$ cat src/rtl/pong_ball_engine.sv
// pong_ball_engine: ball motion, collisions, spin, scoring and
// serve / goal-pause / game-over sequencing on the game tick.
module pong_ball_engine #(
  parameter int W_SCREEN   = 800,
  parameter int H_SCREEN   = 600,
  parameter int BALL       = 10,
  parameter int PAD_LEN    = 80,
  parameter int PAD_OFS    = 20,
  parameter int PAD_W      = 10,
  parameter int SPD_X      = 2,
  parameter int SPD_Y_MAX  = 3,
  parameter int GOAL_PAUSE = 60,
  parameter int WIN_SCORE  = 9,
  parameter int SCORE_W    = 4,
  parameter int SND_PING   = 10,
  parameter int SND_PONG   = 30,
  parameter int SND_GOAL   = 40
) (
  input  logic               dyn_clk,
  input  logic               reset_n,
  input  logic               play,
  input  logic               serve,
  input  logic [9:0]         pos_ply1,
  input  logic [9:0]         pos_ply2,
  output logic [9:0]         x_ball,
  output logic [9:0]         y_ball,
  output logic [SCORE_W-1:0] score1,
  output logic [SCORE_W-1:0] score2,
  output logic               goal_ply1,
  output logic               goal_ply2,
  output logic               game_over,
  output logic               winner,
  output logic [1:0]         state,
  output logic [1:0]         sound,
  output logic [1:0]         channel
);
  typedef enum logic [1:0] {
    IDLE   = 2'd0,
    RUN    = 2'd1,
    GPAUSE = 2'd2,
    OVER   = 2'd3
  } st_e;

  localparam logic [9:0]  X_MID = 10'((W_SCREEN - BALL) / 2);
  localparam logic [9:0]  Y_MID = 10'((H_SCREEN - BALL) / 2);
  localparam logic [10:0] X_LIM = 11'(W_SCREEN - BALL);
  localparam logic [10:0] Y_LIM = 11'(H_SCREEN - BALL);
  localparam logic [10:0] SX    = 11'(SPD_X);
  localparam logic [10:0] BL    = 11'(BALL);
  localparam logic [10:0] PL    = 11'(PAD_LEN);
  localparam logic [10:0] PL_LO = 11'(PAD_OFS);
  localparam logic [10:0] PL_HI = 11'(PAD_OFS + PAD_W);
  localparam logic [10:0] PR_LO = 11'(W_SCREEN - PAD_OFS - PAD_W);
  localparam logic [10:0] PR_HI = 11'(W_SCREEN - PAD_OFS);
  localparam logic [9:0]  XL_B  = 10'(PAD_OFS + PAD_W);
  localparam logic [9:0]  XR_B  = 10'(W_SCREEN - PAD_OFS - PAD_W - BALL);
  localparam logic signed [11:0] HB = 12'(BALL / 2);
  localparam logic signed [11:0] Q1 = 12'(PAD_LEN / 4);
  localparam logic signed [11:0] Q3 = 12'(3 * PAD_LEN / 4);
  localparam logic [2:0]  SPD_MAX = 3'(SPD_Y_MAX);
  localparam logic [15:0] P_INIT  = 16'(GOAL_PAUSE - 1);
  localparam logic [SCORE_W-1:0] WIN = SCORE_W'(WIN_SCORE);

  st_e st_q, st_d;
  logic [9:0] x_q, x_d, y_q, y_d;
  logic dx_q, dx_d, dy_q, dy_d, sdy_q, sdy_d;
  logic [2:0] spd_q, spd_d;
  logic [SCORE_W-1:0] s1_q, s1_d, s2_q, s2_d;
  logic g1_q, g1_d, g2_q, g2_d, ov_q, ov_d, win_q, win_d;
  logic [15:0] pc_q, pc_d;
  logic [1:0] snd_q, snd_d, ch_q, ch_d;
  logic [6:0] tmr_q, tmr_d;

  logic [10:0] x11, y11, xe, ye;
  logic goal_l, goal_r, hit_l, hit_r;
  logic ev_goal, ev_pong, ev_ping;
  logic signed [11:0] ofs;

  assign x11 = {1'b0, x_q};
  assign y11 = {1'b0, y_q};
  assign xe  = x11 + BL;
  assign ye  = y11 + BL;

  assign goal_l = !dx_q && (x11 <= SX);
  assign goal_r = dx_q && (x11 + SX >= X_LIM);
  assign hit_l  = !dx_q && (x11 >= PL_LO) && (x11 <= PL_HI)
               && (ye > {1'b0, pos_ply1})
               && (y11 < {1'b0, pos_ply1} + PL);
  assign hit_r  = dx_q && (xe >= PR_LO) && (xe <= PR_HI)
               && (ye > {1'b0, pos_ply2})
               && (y11 < {1'b0, pos_ply2} + PL);

  // Offset of ball centre into the paddle; zones decide the spin.
  assign ofs = $signed({2'b00, y_q}) + HB
             - $signed({2'b00, hit_l ? pos_ply1 : pos_ply2});

  always_comb begin
    st_d  = st_q;
    x_d   = x_q;
    y_d   = y_q;
    dx_d  = dx_q;
    dy_d  = dy_q;
    spd_d = spd_q;
    sdy_d = sdy_q;
    s1_d  = s1_q;
    s2_d  = s2_q;
    g1_d  = 1'b0;
    g2_d  = 1'b0;
    ov_d  = ov_q;
    win_d = win_q;
    pc_d  = pc_q;
    snd_d = snd_q;
    ch_d  = ch_q;
    tmr_d = tmr_q;
    ev_goal = 1'b0;
    ev_pong = 1'b0;
    ev_ping = 1'b0;
    unique case (st_q)
      IDLE: if (serve) st_d = RUN;
      RUN: if (play) begin
        if (goal_l || goal_r) begin
          ev_goal = 1'b1;
          x_d   = X_MID;
          y_d   = Y_MID;
          spd_d = 3'd1;
          if (goal_l) begin
            g2_d = 1'b1;
            s2_d = s2_q + 1'b1;
          end else begin
            g1_d = 1'b1;
            s1_d = s1_q + 1'b1;
          end
          if ((goal_l ? s2_d : s1_d) == WIN) begin
            st_d  = OVER;
            ov_d  = 1'b1;
            win_d = goal_l;
          end else begin
            st_d = GPAUSE;
            pc_d = P_INIT;
          end
        end else begin
          ev_pong = hit_l || hit_r;
          unique case (1'b1)
            hit_l: begin
              x_d  = XL_B;
              dx_d = 1'b1;
            end
            hit_r: begin
              x_d  = XR_B;
              dx_d = 1'b0;
            end
            default: x_d = dx_q ? x_q + 10'(SPD_X) : x_q - 10'(SPD_X);
          endcase
          if (ev_pong) begin
            if (ofs < Q1) begin
              spd_d = SPD_MAX;
              dy_d  = 1'b0;
            end else if (ofs >= Q3) begin
              spd_d = SPD_MAX;
              dy_d  = 1'b1;
            end else begin
              spd_d = 3'd1;
            end
          end
          // Wall uses the post-spin direction so corner hits bounce twice.
          if (!dy_d && (y11 <= {8'd0, spd_d})) begin
            y_d = '0;
            dy_d = 1'b1;
            ev_ping = 1'b1;
          end else if (dy_d && (y11 + {8'd0, spd_d} >= Y_LIM)) begin
            y_d = Y_LIM[9:0];
            dy_d = 1'b0;
            ev_ping = 1'b1;
          end else begin
            y_d = dy_d ? y_q + {7'd0, spd_d} : y_q - {7'd0, spd_d};
          end
        end
      end
      GPAUSE: begin
        if (pc_q == '0) begin
          st_d  = RUN;
          dy_d  = sdy_q;
          sdy_d = ~sdy_q;
        end else begin
          pc_d = pc_q - 16'd1;
        end
      end
      OVER: if (serve) begin
        s1_d = '0;
        s2_d = '0;
        ov_d = 1'b0;
        st_d = IDLE;
      end
    endcase
    if (ev_goal) begin
      snd_d = 2'd3;
      ch_d  = goal_l ? 2'd2 : 2'd1;
      tmr_d = 7'(SND_GOAL);
    end else if (ev_pong) begin
      snd_d = 2'd2;
      ch_d  = hit_l ? 2'd2 : 2'd1;
      tmr_d = 7'(SND_PONG);
    end else if (ev_ping) begin
      snd_d = 2'd1;
      ch_d  = 2'd3;
      tmr_d = 7'(SND_PING);
    end else if (tmr_q != '0) begin
      tmr_d = tmr_q - 7'd1;
      if (tmr_q == 7'd1) ch_d = 2'd0;
    end
  end

  always_ff @(posedge dyn_clk or negedge reset_n) begin
    if (!reset_n) begin
      st_q  <= IDLE;
      x_q   <= X_MID;
      y_q   <= Y_MID;
      dx_q  <= 1'b1;
      dy_q  <= 1'b1;
      spd_q <= 3'd1;
      sdy_q <= 1'b1;
      s1_q  <= '0;
      s2_q  <= '0;
      g1_q  <= 1'b0;
      g2_q  <= 1'b0;
      ov_q  <= 1'b0;
      win_q <= 1'b0;
      pc_q  <= '0;
      snd_q <= '0;
      ch_q  <= '0;
      tmr_q <= '0;
    end else begin
      st_q  <= st_d;
      x_q   <= x_d;
      y_q   <= y_d;
      dx_q  <= dx_d;
      dy_q  <= dy_d;
      spd_q <= spd_d;
      sdy_q <= sdy_d;
      s1_q  <= s1_d;
      s2_q  <= s2_d;
      g1_q  <= g1_d;
      g2_q  <= g2_d;
      ov_q  <= ov_d;
      win_q <= win_d;
      pc_q  <= pc_d;
      snd_q <= snd_d;
      ch_q  <= ch_d;
      tmr_q <= tmr_d;
    end
  end

  assign x_ball    = x_q;
  assign y_ball    = y_q;
  assign score1    = s1_q;
  assign score2    = s2_q;
  assign goal_ply1 = g1_q;
  assign goal_ply2 = g2_q;
  assign game_over = ov_q;
  assign winner    = win_q;
  assign state     = st_q;
  assign sound     = snd_q;
  assign channel   = ch_q;

endmodule

$ cat config.mk
export PLATFORM = sky130hd
export DESIGN_NAME = pong_ball_engine
export DESIGN_NICKNAME = d
export VERILOG_FILES = /design/src/rtl/pong_ball_engine.sv
export SDC_FILE = /design/constraint.sdc
export NUM_CORES = 1
export LEC_CHECK = 0
export BUFFER_PORTS_ARGS = -buffer_cell sky130_fd_sc_hd__buf_2
export CORE_MARGIN = 3
export CORE_UTILIZATION = 50
export CTS_CLUSTER_SIZE = 30
export DETAILED_ROUTE_END_ITERATION = 10
export MAX_ROUTING_LAYER = met4
export PLACE_DENSITY = 0.68
export SYNTH_ARGS = -nofsm -noshare
export SYNTH_HDL_FRONTEND = slang
export SYNTH_SLANG_ARGS = --single-unit
$ cat constraint.sdc
create_clock -name dyn_clk -period 14.85 [get_ports dyn_clk]
set_input_delay 2.97 -clock dyn_clk [delete_from_list [all_inputs] [get_ports dyn_clk]]
set_output_delay 2.97 -clock dyn_clk [all_outputs]
set_load 0.03 [all_outputs]
==> flow_summary.ini, run 1 <==
[synthesis]
syn-mean-instance-area_sq_um = 8.12
post_synth_num_cell_types = 74
synth_cells = 808
synthesis.nets = 913
syn_area_sq_um = 6560
async_reset_ff_frac = 1.00
dominantRegCellSynth = dfrtp_1
ys_warn_count = 0
register_area_share_after_synthesis = 0.258
synth-seq-cells = 67
synth-edff-count = 0

[critical_path]
critPathKind = input pin to flip-flop
endpoint_type_of_the_worst_setup_path = flip-flop
slowest_delay_ns = 0.49
worstPathRequired_ns = 15.06
critical_path.startpoint_type = input pin
critical_path.n_buffers_inverters = 4
worst_ep_arrival_time_ns = 10.37
crit_top_cell = ha_1
crit_family = compound AO/OA/AOI/OAI gates
critical_path_peak_fanout = 20
timing.critical_path.slowest_stage_cell = o21bai_1

[global_routing]
initial_antenna_violation_count = 0
grt_max_usage_layer = met2
groute.usage.overall = 0.255
number_of_global_route_vias_before_repair = 5960
grt_util_met1 = 0.332
first_pass_grt_wire_length_um = 29500
globalRoute.totalOverflow = 0
grt_start_max_net_pins = 68
grt_util_met2 = 0.404
global_route.usage.met3 = 0.0384

[power]
power.net_switching_mw = 0.617
max-vdd-ir-drop_mv = 0.0846
power.share.clock = 0.168
power_density_nw_per_um2 = 177
comb_power_share = 0.546
design_power_total_mw = 1.29
swShare = 0.479
leakage_nw = 3.31
power.internal_mw = 0.670
sequentialPowerShare = 0.286

[cells_and_area]
multi_input_area_sq_um = 4490
finalInstanceArea_sq_um = 7260
layout.cells.non_filler = 1025
insertedDiodeCount = 0
nets = 953
layout.cells.most_common_list = ha_1 (77), nor2_1 (72), a21oi_1 (65)
area_delta_synth_final_pct = 10.6
layout.filler_cells = 1201
post_route_cells_drive_above_1_share = 0.137
final-seq-area_sq_um = 1690
layout_commonest_cell = ha_1

[timing]
final.min_clock_period_ns = 10.16
rsz_0062_raised_after_global_routing = false
max_freq_mhz = 98.4
count_of_final_max_slew_check_failures = 0
count_of_final_hold_check_violations = 0
worst_hold_slack_across_all_endpoints_ns = 0.483
setup_viol_count_final = 0
worstMarginPinSlew_ns = 0.855
period_share = 0.684
setup-tns-final_ns = 0
maxSlewHeadroom = 0.430
clock-skew-final_ns = 0.0100

[place]
post_detailed_placement_cell_area_sq_um = 6950
half_perimeter_wire_length_of_the_detailed_placement_result_um = 13500
placed_cells = 1009
io_buffer_count = 61
routabilityCongestion = 1.02

[floorplan]
die_height_um = 121
core_area_sq_um = 12700
initial_cell_density_of_the_core = 0.516
rows = 41
die_w_um = 121
overall_die_area_sq_um = 14500
top_level_ports = 62

[drt]
vias = 6307
remaining_drc_errors = 0
detail-route-antenna-nets = 0
route.final.wire_length_um = 18300
detail_route.vias_per_cell = 6.15
dr.pass1.iters = 5
detail_route.wl_per_cell_um = 17.8
drtIter0Drc = 595

[worst_hold_path]
hold_path_class = flip-flop to flip-flop

[clock_network]
tritoncts_buffer_count = 9
post_cts_resized = 0
cts_setup_buffers = 0
cts_hold_buf = 0
clk_transition_reported_paths_ns = 0.06
htree_num_levels = 3
cts_tree = built
clockBufferDepth = 2
clkLatencyLatePin_ns = 0.33
ctsRootBufferMaster = clkbuf_16
cts.sink_count = 67

[job]
max_cap_violation_count = 0

[status]
outcome = completed
cell families after synthesis:
| logic type | after synthesis | synth area share |
|---|---|---|
| muxes | 11 | 0.0191 |
| adders and majority gates | 81 | 0.159 |
| DFF | 67 | 0.258 |
| and+or+nand+nor | 267 | 0.199 |
| xor gates and xnor gates | 42 | 0.0561 |
| buffers and inverters | 94 | 0.0576 |
| AOI/OAI and AO/OA | 246 | 0.251 |
worst paths after layout:
path                              end  slack (ns)  cells past startpoint        start
max in group asynchronous     pc_q[3]       11.46                      2      reset_n
min                           pc_q[4]        0.48                      1      pc_q[4]
min in group asynchronous   goal_ply1        2.83                      2      reset_n
min reg2reg                   pc_q[4]        0.48                      1      pc_q[4]
max                        channel[0]        4.69                     35  pos_ply1[4]
max reg2reg                channel[0]        5.95                     34    y_ball[4]
Yosys cell counts (all sizes together) (5+ instances only):
library cell	instances	area, sq um
nor2	72	270
a21oi	66	342
a211oi	6	45.0
nor3	19	100
xnor2	32	280
a21o	9	67.6
buf	6	47.5
and3	9	56.3
o22ai	6	37.5
nand2	63	236
and2	10	65.1
or3	11	73.8
mux2	6	75.1
dfstp	14	368
xor2	10	87.6
o21a	11	82.6
ha	77	963
inv	59	221
o21ai	58	294
nor4	9	56.3
o211ai	7	66.3
mux2i	5	50.1
clkbuf	29	109
dfrtp	53	1330
nand2b	12	75.1
nor2b	6	37.5
nand3	32	160
a31oi	15	93.8
nand4	9	56.3
o21bai	5	37.5
o2111ai	6	58.8
o31ai	9	67.6
power by group through the flow:
stage / logic [mW] / registers (mW) / clock network [mW]
after floorplan: 0.526 / 0.352 / 0
after global placement: 0.672 / 0.364 / 0
after detailed placement: 0.691 / 0.367 / 0
after CTS: 0.696 / 0.365 / 0.220
after global routing: 0.778 / 0.379 / 0.228
final: 0.703 / 0.368 / 0.216
registers in the layout, indices dropped and copies added, names as in the netlist:
name / flops
score1: 4
dx_q: 1
spd_q: 3
channel: 2
winner: 1
pc_q: 16
goal_ply2: 1
goal_ply1: 1
sound: 2
x_ball: 10
state: 2
y_ball: 10
tmr_q: 7
sdy_q: 1
dy_q: 1
game_over: 1
score2: 4
layout make-up:
class / count / share of cell area
Clock inverter: 6 / 0.00897
Sequential cell: 67 / 0.233
Clock buffer: 10 / 0.0329
Inverter: 59 / 0.0305
Multi-Input combinational cell: 647 / 0.619
Timing Repair Buffer: 64 / 0.0452
Tap cell: 172 / 0.0297
per-stage QoR:
stage                     utilization  worst slack, ns
after global routing            0.570             4.13
final                           0.570             4.69
after global placement          0.546             5.00
after detailed placement        0.546             4.58
after floorplan                     -             5.58
after CTS                       0.570             4.91
per-layer routing:
metal | wire (um) | part of all wire
met1 | 8290 | 0.45
met2 | 8530 | 0.47
met3 | 959 | 0.052
met4 | 510 | 0.028
met5 | 0 | 0
Note: power is estimated with default switching activity, not from simulation.
==> run 2: changes to the inputs <==
--- a/config.mk
+++ b/config.mk
@@ -11,7 +11,7 @@
 export CTS_CLUSTER_SIZE = 30
 export DETAILED_ROUTE_END_ITERATION = 10
 export MAX_ROUTING_LAYER = met4
-export PLACE_DENSITY = 0.68
+export PLACE_DENSITY = 0.71
 export SYNTH_ARGS = -nofsm -noshare
 export SYNTH_HDL_FRONTEND = slang
 export SYNTH_SLANG_ARGS = --single-unit
==> constraint.sdc (replaced) <==
create_clock -name dyn_clk -period 8.9 [get_ports dyn_clk]
set_input_delay 1.78 -clock dyn_clk [delete_from_list [all_inputs] [get_ports dyn_clk]]
set_output_delay 1.78 -clock dyn_clk [all_outputs]
set_load 0.03 [all_outputs]
==> run 2 against run 1 <==
Effect of this change: sequential share of layout area down 0.24 points; non-clock buffer count up 6; sequential cell count unchanged; first-iteration DRC count down 11%; via count down 0.97%; power up 70%; register-to-register slack worse by 5.3 ns; final cell count up 0.59%; worst setup slack worse by 4.2 ns; clock skew about the same; hold slack better by 0.0050 ns; utilization up 0.58 points; critical path type unchanged.
==> flow_summary.ini, run 2 (synthesized netlist as in run 1, its figures left out) <==
[clock_network]
cts.sink_count = 67
cts_hold_buf = 0
cts_tree = built
ctsRootBufferMaster = clkbuf_16
clk_transition_reported_paths_ns = 0.06
htree_num_levels = 3
tritoncts_buffer_count = 9
clkLatencyLatePin_ns = 0.32
clockBufferDepth = 2

[critical_path]
endpoint_type_of_the_worst_setup_path = flip-flop
crit_top_cell = ha_1
crit_path_start = pos_ply1[4]
timing.critical_path.slowest_stage_cell = fa_1
crit_family = compound AO/OA/AOI/OAI gates
critical_path.startpoint_type = input pin
critPathKind = input pin to flip-flop
worst_ep_arrival_time_ns = 8.61
reg2reg_from = y_ball[1]
critical_path.n_buffers_inverters = 3
worstPathRequired_ns = 9.11
critical_path_peak_fanout = 9
slowest_delay_ns = 0.39

[timing]
maxSlewHeadroom = 0.424
count_of_final_max_slew_check_failures = 0
count_of_final_hold_check_violations = 0
clock-skew-final_ns = 0.0102
setup_viol_count_final = 0
rsz_0062_raised_after_global_routing = false
post-route-worst-setup-slack_ns = 0.501
max_freq_mhz = 119
period_share = 0.944
worstMarginPinSlew_ns = 0.858
setup-tns-final_ns = 0
final.min_clock_period_ns = 8.40

[global_routing]
grt_start_max_net_pins = 68
number_of_global_route_vias_before_repair = 5963
groute.usage.overall = 0.259
first_pass_grt_wire_length_um = 30100
globalRoute.totalOverflow = 0
initial_antenna_violation_count = 0

[place]
dp_worst_setup_slack_ns = 0.00276
routabilityCongestion = 1.02
post_detailed_placement_cell_area_sq_um = 6990
half_perimeter_wire_length_of_the_detailed_placement_result_um = 13900
io_buffer_count = 61

[drt]
drtIter0Drc = 528
dr.pass1.iters = 5
detail_route.wl_per_cell_um = 17.9
remaining_drc_errors = 0
vias = 6246
route.final.wire_length_um = 18500
detail_route.vias_per_cell = 6.06
detail-route-antenna-nets = 0

[cells_and_area]
finalInstanceArea_sq_um = 7330
nets = 959
insertedDiodeCount = 0
layout_commonest_cell = ha_1
largest_register_ff_count = 16
area_delta_synth_final_pct = 11.7
regMostFlops = pc_q
layout.cells.most_common_list = ha_1 (77), nor2_1 (72), a21oi_1 (65)
post_route_cells_drive_above_1_share = 0.146
utilization = 0.576

[floorplan]
die_height_um = 121
core_area_sq_um = 12700
overall_die_area_sq_um = 14500
die_w_um = 121
top_level_ports = 62
initial_cell_density_of_the_core = 0.516
rows = 41

[worst_hold_path]
hold_path_class = flip-flop to flip-flop
hold_path_startpoint = pc_q[0]

[power]
power_density_nw_per_um2 = 298
design_power_total_mw = 2.19
max-vdd-ir-drop_mv = 0.167
leakage_nw = 3.35

[status]
outcome = completed

[job]
max_cap_violation_count = 0
==> run 2: stage by stage <==
| step | std cells | hold WS (ns) |
|---|---|---|
| global placement | 1014 | 0.469 |
| CTS | 1030 | 0.488 |
| finish | 1031 | 0.488 |
| detailed placement | 1014 | 0.480 |
| global route | 1031 | 0.508 |
| floorplan | 808 | 0.446 |
==> run 2: final cells by class <==
class                           count  area (sq um)
Timing Repair Buffer               70           373
Sequential cell                    67          1690
Inverter                           59           221
Tap cell                          172           215
Clock buffer                       10           229
Multi-Input combinational cell    647          4510
Fill cell                        1202          5390
Clock inverter                      6          87.6
==> run 2: worst paths after layout <==
path,endpoint,slack [ns],cells past startpoint
worst max-delay path,channel[0],0.50,33
worst min-delay path,pc_q[0],0.49,1
worst max register to register,channel[0],0.68,32
worst min register to register,pc_q[0],0.49,1
max in group asynchronous,tmr_q[6],6.71,2
min in group asynchronous,score1[0],1.63,2
==> run 2: report_power, final <==
part	internal, mW	total [mW]	switching, mW
clock	0.246	0.379	0.134
sequential	0.407	0.576	0.170
combinational	0.501	1.23	0.729
total	1.15	2.19	1.03
==> run 2: timing repair <==
| item | 4_1_cts | 5_1_grt |
|---|---|---|
| endpoints found under the hold margin | 0 | 0 |
| resized for setup | 0 | 5 |
| buffers inserted | 0 | 1 |
| endpoints found under the setup margin | 0 | 13 |
==> run 2: per-layer routing <==
layer / track usage / wire length [um]
met1: 0.346 / 8470
met2: 0.421 / 8870
met3: 0.0332 / 893
met4: 0.0694 / 272
met5: - / 0
==> run 3: changes to the inputs <==
--- a/config.mk
+++ b/config.mk
@@ -6,7 +6,8 @@
 export NUM_CORES = 1
 export LEC_CHECK = 0
 export BUFFER_PORTS_ARGS = -buffer_cell sky130_fd_sc_hd__buf_2
-export CORE_MARGIN = 3
+export CORE_ASPECT_RATIO = 1.4
+export CORE_MARGIN = 10
 export CORE_UTILIZATION = 50
 export CTS_CLUSTER_SIZE = 30
 export DETAILED_ROUTE_END_ITERATION = 10
==> run 3 against run 2 <==
Effect of this change: final area fell by 0.19%; count of clock-buffer cells in the layout rose by 2; critical path depth rose by 1; worst setup slack improved by 0.11 ns; first-iteration DRC count fell by 34%; combinational power barely moved.
==> flow_summary.ini, run 3 (synthesized netlist as in run 1, its figures left out) <==
[global_routing]
globalRoute.totalOverflow = 0
initial_antenna_violation_count = 0
groute.usage.overall = 0.208
number_of_global_route_vias_before_repair = 6009
grt_start_max_net_pins = 68
first_pass_grt_wire_length_um = 29900

[floorplan]
rows = 49
die_w_um = 117
overall_die_area_sq_um = 18200
die_height_um = 156
top_level_ports = 62
initial_cell_density_of_the_core = 0.510
core_area_sq_um = 12900

[cells_and_area]
insertedDiodeCount = 0
largest_register_ff_count = 16
post_route_cells_drive_above_1_share = 0.146
layout_commonest_cell = ha_1
area_delta_synth_final_pct = 11.5
layout.cells.most_common_list = ha_1 (77), nor2_1 (72), a21oi_1 (64)
regMostFlops = pc_q
nets = 959
layout.filler_cells = 1218

[timing]
count_of_final_max_slew_check_failures = 0
max_freq_mhz = 121
count_of_final_hold_check_violations = 0
setup_viol_count_final = 0
period_share = 0.931
clock-skew-final_ns = 0.0104
worstMarginPinSlew_ns = 0.854
setup-tns-final_ns = 0
rsz_0062_raised_after_global_routing = false
maxSlewHeadroom = 0.430
final.min_clock_period_ns = 8.29

[drt]
route.final.wire_length_um = 18300
detail_route.wl_per_cell_um = 18.1
detail_route.vias_per_cell = 6.15
dr.pass1.iters = 5
remaining_drc_errors = 0
vias = 6224
detail-route-antenna-nets = 0
drtIter0Drc = 351

[place]
half_perimeter_wire_length_of_the_detailed_placement_result_um = 13800
routabilityCongestion = 0.968
io_buffer_count = 61

[clock_network]
htree_num_levels = 3
clockBufferDepth = 2
clk_transition_reported_paths_ns = 0.06
clkLatencyLatePin_ns = 0.34
cts_hold_buf = 0
ctsRootBufferMaster = clkbuf_16
cts.sink_count = 67
cts_tree = built
tritoncts_buffer_count = 9

[critical_path]
critical_path_peak_fanout = 9
worstPathRequired_ns = 9.12
crit_end = channel[0]
critical_path.startpoint_type = input pin
critPathKind = input pin to flip-flop
crit_top_cell = ha_1
r2r-end = channel[0]
rr_worst_depth = 31
slowest_delay_ns = 0.39
reg2reg_slack_ns = 0.98
worst_ep_arrival_time_ns = 8.51
timing.critical_path.slowest_stage_cell = fa_1
crit_path_start = pos_ply1[4]
endpoint_type_of_the_worst_setup_path = flip-flop
reg2reg_from = y_ball[6]

[status]
outcome = completed

[power]
power.net_switching_mw = 1.02
leakage_nw = 3.36
sequentialPowerShare = 0.270
power_density_nw_per_um2 = 298
swShare = 0.466
design_power_total_mw = 2.18
max-vdd-ir-drop_mv = 0.176
power.share.clock = 0.181
comb_power_share = 0.549
power.internal_mw = 1.16

[job]
max_cap_violation_count = 0

[worst_hold_path]
hold_depth = 1
hold_path_class = flip-flop to flip-flop
## run 3: cell count changes in the layout (fill, tap and decap cells not counted), sizes merged
cell,previous run,this run
clkbuf,10,12
clkinv,3,2
inv,60,59
## run 3: cell type report
type                    instances  area [sq um]  area share
inverters                      59           221      0.0303
flip-flops and latches         67          1690       0.232
clock inverters                 4          73.8      0.0101
clock buffers                  12           256      0.0351
well taps                     153           191      0.0262
multi-input cells             647          4510       0.616
repair buffers                 70           373      0.0510
## run 3: worst max-delay path, delay by kind of cell
family          cells  cell delay [ns]
fa+ha+maj           6             1.67
simple gates        6             1.05
buf+inv             3             0.24
xor+xnor            2             0.35
compound gates     16             3.11
mux                 1             0.30
## run 3: power by group through the flow
stage / logic (mW) / clock network (mW) / registers (mW)
after floorplan: 0.878 / 0 / 0.587
after global placement: 1.17 / 0 / 0.587
after detailed placement: 1.18 / 0 / 0.586
after CTS: 1.19 / 0.400 / 0.583
after global routing: 1.33 / 0.413 / 0.606
final: 1.20 / 0.395 / 0.588
## run 3: routing by layer
layer | wire length (um) | up-vias | GRT usage
li1 | - | 3026 | -
met1 | 7430 | 2998 | 0.238
met2 | 9470 | 152 | 0.352
met3 | 831 | 48 | 0.0300
met4 | 582 | 0 | 0.0874
met5 | 0 | - | -
## run 3: how the worst min path moves through the flow
stage                     startpoint       end  slack (ns)
after floorplan             spd_q[1]  spd_q[1]        0.45
after global placement      spd_q[2]  spd_q[2]        0.47
after detailed placement    spd_q[2]  spd_q[2]        0.47
after CTS                    pc_q[4]   pc_q[4]        0.48
after global routing        spd_q[2]  spd_q[2]        0.51
final                       spd_q[2]  spd_q[2]        0.48
## run 3: timing repair
item	in CTS	in global routing
resized for setup	0	3
setup buffers	0	0
endpoints found under the setup margin	0	12
## run 3: through the flow
step                setup WS [ns]  cells  area, sq um  utilization  hold slack, ns
floorplan                   0.815    808         6560            -           0.446
global placement            0.275    996         6970        0.542           0.473
detailed placement         0.0989    996         6970        0.542           0.474
CTS                         0.390   1012         7300        0.567           0.485
global route               0.0290   1012         7320        0.568           0.507
finish                      0.611   1012         7320        0.568           0.481
